<file path="src/rtl/timer_counter.sv">
// -----------------------------------------------------------------------------
// timer_counter
//   Memory-mapped programmable down-counter producing the external interrupt
//   for the CPU core. It has three word registers (CTRL, PRESET, COUNT) and
//   an optional PRESCALE register.
//
//   Modes:
//     MODE=00 (and 1x) one-shot. irq is sticky until software writes CTRL,
//                      and EN self-clears on expiry.
//     MODE=01          auto-reload. irq is a one-cycle pulse every PRESET+2 cycles.
//
//   Optional feature macro: TC_PRESCALE_EN
//     If defined, addr 3 is a read/write PRESCALE register and the count
//     advances once every PRESCALE+1 cycles.
//     If undefined, addr 3 reads 0, writes to it are dropped, and the count
//     advances every cycle.
//
// Ports
//   clk    in   1   system clock, rising edge
//   reset  in   1   asynchronous active-low reset
//   we     in   1   write strobe
//   addr   in   2   0=CTRL 1=PRESET 2=COUNT 3=PRESCALE/reserved
//   wdata  in  32   write data
//   rdata  out 32   combinational read of the addressed register
//   irq    out  1   CTRL.IM & pending
// -----------------------------------------------------------------------------
module timer_counter #(
    parameter int CNT_W      = 32,
    parameter int PRESCALE_W = 8
) (
    input  logic        clk,
    input  logic        reset,
    input  logic        we,
    input  logic [1:0]  addr,
    input  logic [31:0] wdata,
    output logic [31:0] rdata,
    output logic        irq
);

    typedef enum logic [1:0] {
        ST_IDLE = 2'd0,
        ST_LOAD = 2'd1,
        ST_CNT  = 2'd2,
        ST_INT  = 2'd3
    } state_t;

    state_t             state_r;
    state_t             state_nx_s;
    logic               en_r;
    logic [1:0]         mode_r;
    logic               im_r;
    logic               pending_r;
    logic [CNT_W-1:0]   preset_r;
    logic [CNT_W-1:0]   count_r;
    logic [PRESCALE_W-1:0] prescale_s;

    logic ctrl_wr_s;
    logic preset_wr_s;
    logic tick_s;
    logic auto_s;
    logic load_s;
    logic dec_s;
    logic expire_s;
    logic reload_clr_s;
    logic oneshot_done_s;

    assign ctrl_wr_s   = we && (addr == 2'd0);
    assign preset_wr_s = we && (addr == 2'd1);
    // Only 01 selects auto-reload; 1x falls back to one-shot.
    assign auto_s      = (mode_r == 2'b01);
    assign irq         = im_r & pending_r;

`ifdef TC_PRESCALE_EN
    logic [PRESCALE_W-1:0] prescale_r;
    logic [PRESCALE_W-1:0] div_r;

    // >= rather than == so that shrinking PRESCALE mid-count cannot strand the divider.
    assign tick_s     = (div_r >= prescale_r);
    assign prescale_s = prescale_r;

    // Prescale register, software written through addr 3.
    always_ff @(posedge clk or negedge reset) begin
        if (!reset) begin
            prescale_r <= {PRESCALE_W{1'b0}};
        end else if (we && (addr == 2'd3)) begin
            prescale_r <= wdata[PRESCALE_W-1:0];
        end
    end

    // Cycle divider. It runs only while counting and restarts from 0 in every other state.
    always_ff @(posedge clk or negedge reset) begin
        if (!reset) begin
            div_r <= {PRESCALE_W{1'b0}};
        end else if (state_r != ST_CNT) begin
            div_r <= {PRESCALE_W{1'b0}};
        end else if (tick_s) begin
            div_r <= {PRESCALE_W{1'b0}};
        end else begin
            div_r <= div_r + {{(PRESCALE_W-1){1'b0}}, 1'b1};
        end
    end
`else
    assign tick_s     = 1'b1;
    assign prescale_s = {PRESCALE_W{1'b0}};
`endif

    // FSM state register.
    always_ff @(posedge clk or negedge reset) begin
        if (!reset) begin
            state_r <= ST_IDLE;
        end else begin
            state_r <= state_nx_s;
        end
    end

    // Next-state logic and datapath strobes.
    always_comb begin
        state_nx_s     = state_r;
        load_s         = 1'b0;
        dec_s          = 1'b0;
        expire_s       = 1'b0;
        reload_clr_s   = 1'b0;
        oneshot_done_s = 1'b0;
        case (state_r)
            ST_IDLE: begin
                if (en_r) begin
                    state_nx_s = ST_LOAD;
                end else begin
                    state_nx_s = ST_IDLE;
                end
            end
            ST_LOAD: begin
                load_s     = 1'b1;
                state_nx_s = ST_CNT;
            end
            ST_CNT: begin
                if (!en_r) begin
                    state_nx_s = ST_IDLE;
                end else if (!tick_s) begin
                    state_nx_s = ST_CNT;
                end else if (count_r > CNT_W'(1)) begin
                    dec_s = 1'b1;
                end else begin
                    // A COUNT of 0 or 1 expires without wrapping.
                    expire_s   = 1'b1;
                    state_nx_s = ST_INT;
                end
            end
            ST_INT: begin
                if (auto_s) begin
                    reload_clr_s = 1'b1;
                    state_nx_s   = ST_LOAD;
                end else begin
                    oneshot_done_s = 1'b1;
                    state_nx_s     = ST_IDLE;
                end
            end
            default: begin
                state_nx_s = ST_IDLE;
            end
        endcase
    end

    // CTRL register. A software write takes precedence over the one-shot EN self-clear.
    always_ff @(posedge clk or negedge reset) begin
        if (!reset) begin
            en_r   <= 1'b0;
            mode_r <= 2'b00;
            im_r   <= 1'b0;
        end else if (ctrl_wr_s) begin
            en_r   <= wdata[0];
            mode_r <= wdata[2:1];
            im_r   <= wdata[3];
        end else if (oneshot_done_s) begin
            en_r <= 1'b0;
        end
    end

    // Pending flag. An expiry in the same cycle as a CTRL write must not be lost.
    always_ff @(posedge clk or negedge reset) begin
        if (!reset) begin
            pending_r <= 1'b0;
        end else if (expire_s) begin
            pending_r <= 1'b1;
        end else if (ctrl_wr_s || reload_clr_s) begin
            pending_r <= 1'b0;
        end
    end

    // PRESET register. The new value is picked up at the next LOAD.
    always_ff @(posedge clk or negedge reset) begin
        if (!reset) begin
            preset_r <= {CNT_W{1'b0}};
        end else if (preset_wr_s) begin
            preset_r <= wdata[CNT_W-1:0];
        end
    end

    // COUNT register. It is not writable by software.
    always_ff @(posedge clk or negedge reset) begin
        if (!reset) begin
            count_r <= {CNT_W{1'b0}};
        end else if (load_s) begin
            count_r <= preset_r;
        end else if (dec_s) begin
            count_r <= count_r - CNT_W'(1);
        end else if (expire_s) begin
            count_r <= {CNT_W{1'b0}};
        end
    end

    // Read mux with zero extension.
    always_comb begin
        rdata = 32'd0;
        case (addr)
            2'd0:    rdata = {28'd0, im_r, mode_r, en_r};
            2'd1:    rdata = 32'(preset_r);
            2'd2:    rdata = 32'(count_r);
            2'd3:    rdata = 32'(prescale_s);
            default: rdata = 32'd0;
        endcase
    end

endmodule

</file>
<file path="config.mk">
export PLATFORM = sky130hd
export DESIGN_NAME = timer_counter
export DESIGN_NICKNAME = d
export VERILOG_FILES = /design/src/rtl/timer_counter.sv
export SDC_FILE = /design/constraint.sdc
export NUM_CORES = 1
export LEC_CHECK = 0
export ABC_CLOCK_PERIOD_IN_PS = 2570
export BUFFER_PORTS_ARGS = -buffer_cell sky130_fd_sc_hd__clkbuf_2
export CAP_MARGIN = 10
export CORE_UTILIZATION = 56
export DETAILED_ROUTE_END_ITERATION = 8
export PLACE_DENSITY = 0.79
export REMOVE_ABC_BUFFERS = 1
export SKIP_CTS_REPAIR_TIMING = 1
export SYNTH_ARGS = -nofsm -noshare
export SYNTH_HDL_FRONTEND = slang
export SYNTH_SLANG_ARGS = --single-unit
</file>
<file path="constraint.sdc">
create_clock -name clk -period 2.57 [get_ports clk]
set_input_delay 0.514 -clock clk [delete_from_list [all_inputs] [get_ports clk]]
set_output_delay 0.514 -clock clk [all_outputs]
set_load 0.1 [all_outputs]
</file>
==> results of run 1 <==
## flip-flops by register name, indices dropped and copies added (netlist names)
register / flops
count_r: 32
preset_r: 32
mode_r: 2
state_r: 2
en_r: 1
im_r: 1
pending_r: 1
## cell families after synthesis
kind of cell,share of synthesized area [%]
AND/OR/NAND/NOR,18.87
AO/OA/AOI/OAI,18.71
flip-flops,44.65
multiplexers,10.91
buffers and inverters,3.365
XOR/XNOR,2.862
adder cells (fa/ha/maj),0.6288
## placed cells by master, fill, tap and decap left out, types with 2 or more instances in the layout
master    netlist  routed
nor2b_2         0       3
buf_12          0      35
o311ai_0        3       3
nand2_1        37      36
nand2b_1        4       4
or3_1           4       4
o21ai_0        17      17
nor4_2          2       2
clkinv_2        0       3
nor4b_1         3       3
clkbuf_8        0      10
a22oi_1        13      13
a221o_1         4       4
nand3b_1        2       2
inv_1           3       3
and2_1          4       4
xor2_1          5       5
nand3_1         9       9
ha_1            2       2
buf_4           0      12
a22o_1         27      27
clkbuf_1       17       2
and3_1          7       7
or4_1           8       8
o31ai_1         6       6
nor4_4          2       2
a21oi_1         7       7
nor2_1         17      17
nor3_1          7       7
mux2i_1         4       4
dfrtp_1        71      71
a31oi_1         4       4
mux2_2         35      35
o211ai_1        4       4
clkbuf_2        2      36
nand4_1         2       2
nor4_1          6       6
o22ai_1         6       6
xnor2_1         8       8
## metal layers
layer / vias to the layer above / routed length (um) / global-route usage [%]
met2: 194 / 4874 / 46.32
met5: - / 0 / 0
met3: 29 / 806 / 5.905
met4: 0 / 268 / 14.55
met1: 1755 / 4326 / 40.99
li1: 1601 / - / -
## worst reg2reg max path, cell delays in order (launching register included)
cell	delay, ns
dfrtp_1	0.44
inv_1	0.12
ha_1	0.21
nor3b_2	0.32
nand4_2	0.24
or4_1	0.47
or4_1	0.41
nand3_1	0.09
## path summary, 6_finish.rpt
path,start,to,cells past startpoint
worst max-delay path,count_r[1],count_r[26],7
worst min-delay path,reset,preset_r[29],1
worst max register to register,count_r[1],count_r[26],7
worst min register to register,preset_r[4],count_r[4],2
max in group asynchronous,reset,count_r[14],2
min in group clk,wdata[8],preset_r[8],2
## final cells by class
class | instances | area share [%]
multi-input cells | 283 | 40.34
clock buffers | 12 | 2.817
well taps | 96 | 2.331
inverters | 3 | 0.2186
clock inverters | 4 | 0.8742
repair buffers | 84 | 18.94
flip-flops and latches | 71 | 34.48
## metrics by stage
| stage | setup TNS [ns] | setup WS (ns) |
|---|---|---|
| final | 0 | 0.2111 |
| after global routing | 0 | 0.05353 |
| after CTS | 0 | 0.2405 |
| after detailed placement | 0 | 0.2410 |
| after global placement | 0 | 0.3672 |
| after floorplan | -39.72 | -0.7281 |
## report_power, final
| group | switching [mW] | total [mW] | leakage (nW) | internal (mW) |
|---|---|---|---|---|
| clock network | 0.423 | 0.894 | 0.100 | 0.471 |
| logic | 1.60 | 2.68 | 1.22 | 1.08 |
| registers | 0.528 | 2.00 | 0.868 | 1.47 |
| total | 2.55 | 5.58 | 2.18 | 3.03 |
==> results.ini, run 1 <==
[routing]
vias_per_cell=6.472
first_pass_iters=5
drtIter0Drc=354
ant_nets=0
wl_mm=10.28
wl_per_cell_um=18.58
drc_errors=0
vias=3579

[cells_and_area]
drive_above_1_share_pct=32.60
area_growth_pct=29.50
fin_nets=491
fillers=469
regArea_um2=1777
instances_no_fill=553
antenna_cells=0
final_core_utilization_pct=75.42
multi_input_area_um2=2078
design_area_um2=5152

[clocking]
cts_buffer_depth=2
cts_tree=done
cts.reportedPaths.clkPinSlew_ns=0.08
clock_latency_ns=0.36
root_buffer=clkbuf_8
cts_buffers=9
htreeDepth=3
clock-sinks=71

[synth]
yosys-top-cells-area=dfrtp_1 (45%), mux2_2 (9.9%), a22o_1 (5.9%), nand2_1 (3.5%), a22oi_1 (2.5%)
synth_edf_count=0
synth_top_area_share_pct=44.65
synthArstFlopShare_pct=100.0
synth_cells=385
synth_largest_area_cell=dfrtp_1
ys_top_cells_by_count=dfrtp_1 (71), nand2_1 (37), mux2_2 (35)
ys_ff_latch=71
yosysMostFrequentCell=dfrtp_1
seq_area_frac_synth_pct=44.65
syn-cell-area_um2=3979
syn_avg_cell_area_um2=10.33
synth_cell_types=58
ys_warn_count=0
synth_ff_type=dfrtp_1

[die]
num_rows=30
core_area_um2=6832
io_pins=70
chipWidth_um=86.29
die_height_um=86.29
die-area_um2=7446
initial_core_util_pct=58.24

[sta]
worstMarginPinSlew_ns=0.8928
skew_ns=0.006799
drv_slew=0
rsz0062_at_grt=no
hold_viol=0
period_share_pct=91.78
period_needed_ns=2.359
holdWs_ns=0.2777
fmax_mhz=423.9
relSlewSlack_pct=40.48
report.final.setup_viol=0

[worst_setup_path]
crit_arrival_ns=2.65
crit_chain=inv_1 > ha_1 > nor3b_2 > nand4_2 > or4_1 > or4_1 > nand3_1
critPathLaunchType=flop
max_stage_delay_ns=0.47
cp.required_ns=2.86
critPathTopFamily=simple AND/OR/NAND/NOR gates
crit_slowest_cell=or4_1
crit_path_max_fanout=6
worst_path_most_repeated_cell=or4_1
end_kind=flop
crit_buf_inv=1
critPathKind=reg2reg
r2r_slack_ns=0.21

[placed_design]
place_area_um2=4960
globalplace.congestion=0.8753
numPortBuffers=69
dp_hpwl_mm=6.865
dp.cells=537

[global_route]
grt_usage_pct=30.07
grt_pass1_vias=3439
grt_remaining_overflow=0
grt_pass1_wl_mm=17.09
grt_antenna_before_repair=0
grt_max_degree=38

[power]
peakVddDrop_mv=0.7140
power_mw=5.579
p_leak_nw=2.183
p_per_area_nw_per_um2=1083

[status]
run_status=finished clean

[flow_run]
max-cap-violations=0

[min_path]
worstHoldPathType=in2async

(Power assumes the default switching activity.)
==> inputs of run 2 (changes only) <==
- RECOVER_POWER: default -> 25
==> results.ini, run 2 (synthesis results as in run 1) <==
[clocking]
root_buffer=clkbuf_8
clock-sinks=71
htreeDepth=3
cts_buffer_depth=2
cts.reportedPaths.clkPinSlew_ns=0.08
cts_buffers=9
cts_tree=done
clock_latency_ns=0.36

[power]
power_mw=5.579
p_leak_nw=2.180
peakVddDrop_mv=0.7140
p_per_area_nw_per_um2=1083

[worst_setup_path]
cp.required_ns=2.86
crit_path_end=count_r[26]
crit_arrival_ns=2.65
crit_path_max_fanout=6
r2r_slack_ns=0.21
rr_worst_depth=7
rr_endpoint=count_r[26]
end_kind=flop
critPathKind=reg2reg
critPathLaunchType=flop
startpoint=count_r[1]
worstReg2RegStart=count_r[1]

[global_route]
grt_pass1_vias=3439
grt_remaining_overflow=0
grt_usage_pct=30.07
grt_pass1_wl_mm=17.09
grt_max_degree=38
grt_antenna_before_repair=0

[placed_design]
globalplace.congestion=0.8753
dp.cells=537
numPortBuffers=69
dp_hpwl_mm=6.865

[die]
die-area_um2=7446
initial_core_util_pct=58.24
io_pins=70
core_area_um2=6832
chipWidth_um=86.29
die_height_um=86.29
num_rows=30

[routing]
wl_mm=10.27
drc_errors=0
vias_per_cell=6.472
vias=3579
drtIter0Drc=354
wl_per_cell_um=18.58
first_pass_iters=5
ant_nets=0

[status]
violations=capacitance limit, slew limit
run_status=finished, violations left

[cells_and_area]
area_growth_pct=29.47
fillers=467
drive_above_1_share_pct=32.39
multi_input_area_um2=2078
final_cell_mix=dfrtp_1 (71), nand2_1 (36), clkbuf_2 (36)
layout_commonest_cell=dfrtp_1
antenna_cells=0
top_regs=count_r: 32 flops, preset_r: 32 flops
regArea_um2=1777
instances_no_fill=553
fin_nets=491

[min_path]
worstHoldPathType=in2reg

[sta]
relSlewSlack_pct=-42.84
hold_viol=0
report.final.setup_viol=0
worstMarginPinSlew_ns=2.143
period_needed_ns=2.359
fmax_mhz=423.9
holdWs_ns=0.3792
period_share_pct=91.78
skew_ns=0.006799
rsz0062_at_grt=no
drv_slew=37

[flow_run]
max-cap-violations=1

==> run 2: final cells by class <==
type,instances,area share (%)
clock buffers,12,2.818
clock inverters,4,0.8744
inverters,3,0.2186
multi-input cells,283,40.34
flip-flops and latches,71,34.49
well taps,96,2.332
repair buffers,84,18.92
==> run 2: how the worst min path moves through the flow <==
stage,start,end,cells past startpoint
2_1_floorplan,reset,count_r[0],0
3_3_place_gp,preset_r[6],count_r[6],2
3_5_place_dp,preset_r[6],count_r[6],2
4_1_cts,reset,preset_r[27],1
5_1_grt,wdata[4],preset_r[4],2
6_report,wdata[8],preset_r[8],2
==> run 2: metrics by stage <==
step	cell area [um2]	setup TNS, ns	setup slack, ns	utilization, %
after floorplan	3856	-39.72	-0.7281	-
final	5151	0	0.2111	75.40
after CTS	5150	0	0.2405	75.38
after global routing	5151	0	0.05353	75.40
after detailed placement	4960	0	0.2410	72.60
after global placement	4960	0	0.3672	72.60
==> run 2: power by group <==
part	leakage, nW	internal, mW	switching, mW	total [mW]
clock network	0.100	0.471	0.423	0.894
registers	0.868	1.47	0.528	2.00
logic	1.21	1.08	1.60	2.68
==> run 2: metal layers <==
| metal | global-route usage (%) | up-vias | wire length [um] |
|---|---|---|---|
| li1 | - | 1601 | - |
| met4 | 14.55 | 0 | 268 |
| met2 | 46.32 | 194 | 4874 |
| met3 | 5.905 | 29 | 805 |
| met5 | 0 | - | 0 |
| met1 | 40.99 | 1755 | 4325 |
==> run 2: critical path, stage by stage, from the launching register on <==
cell and delay (ns):
dfrtp_1 0.44, inv_1 0.12, ha_1 0.21, nor3b_2 0.32
nand4_2 0.24, or4_1 0.47, or4_1 0.41, nand3_1 0.09
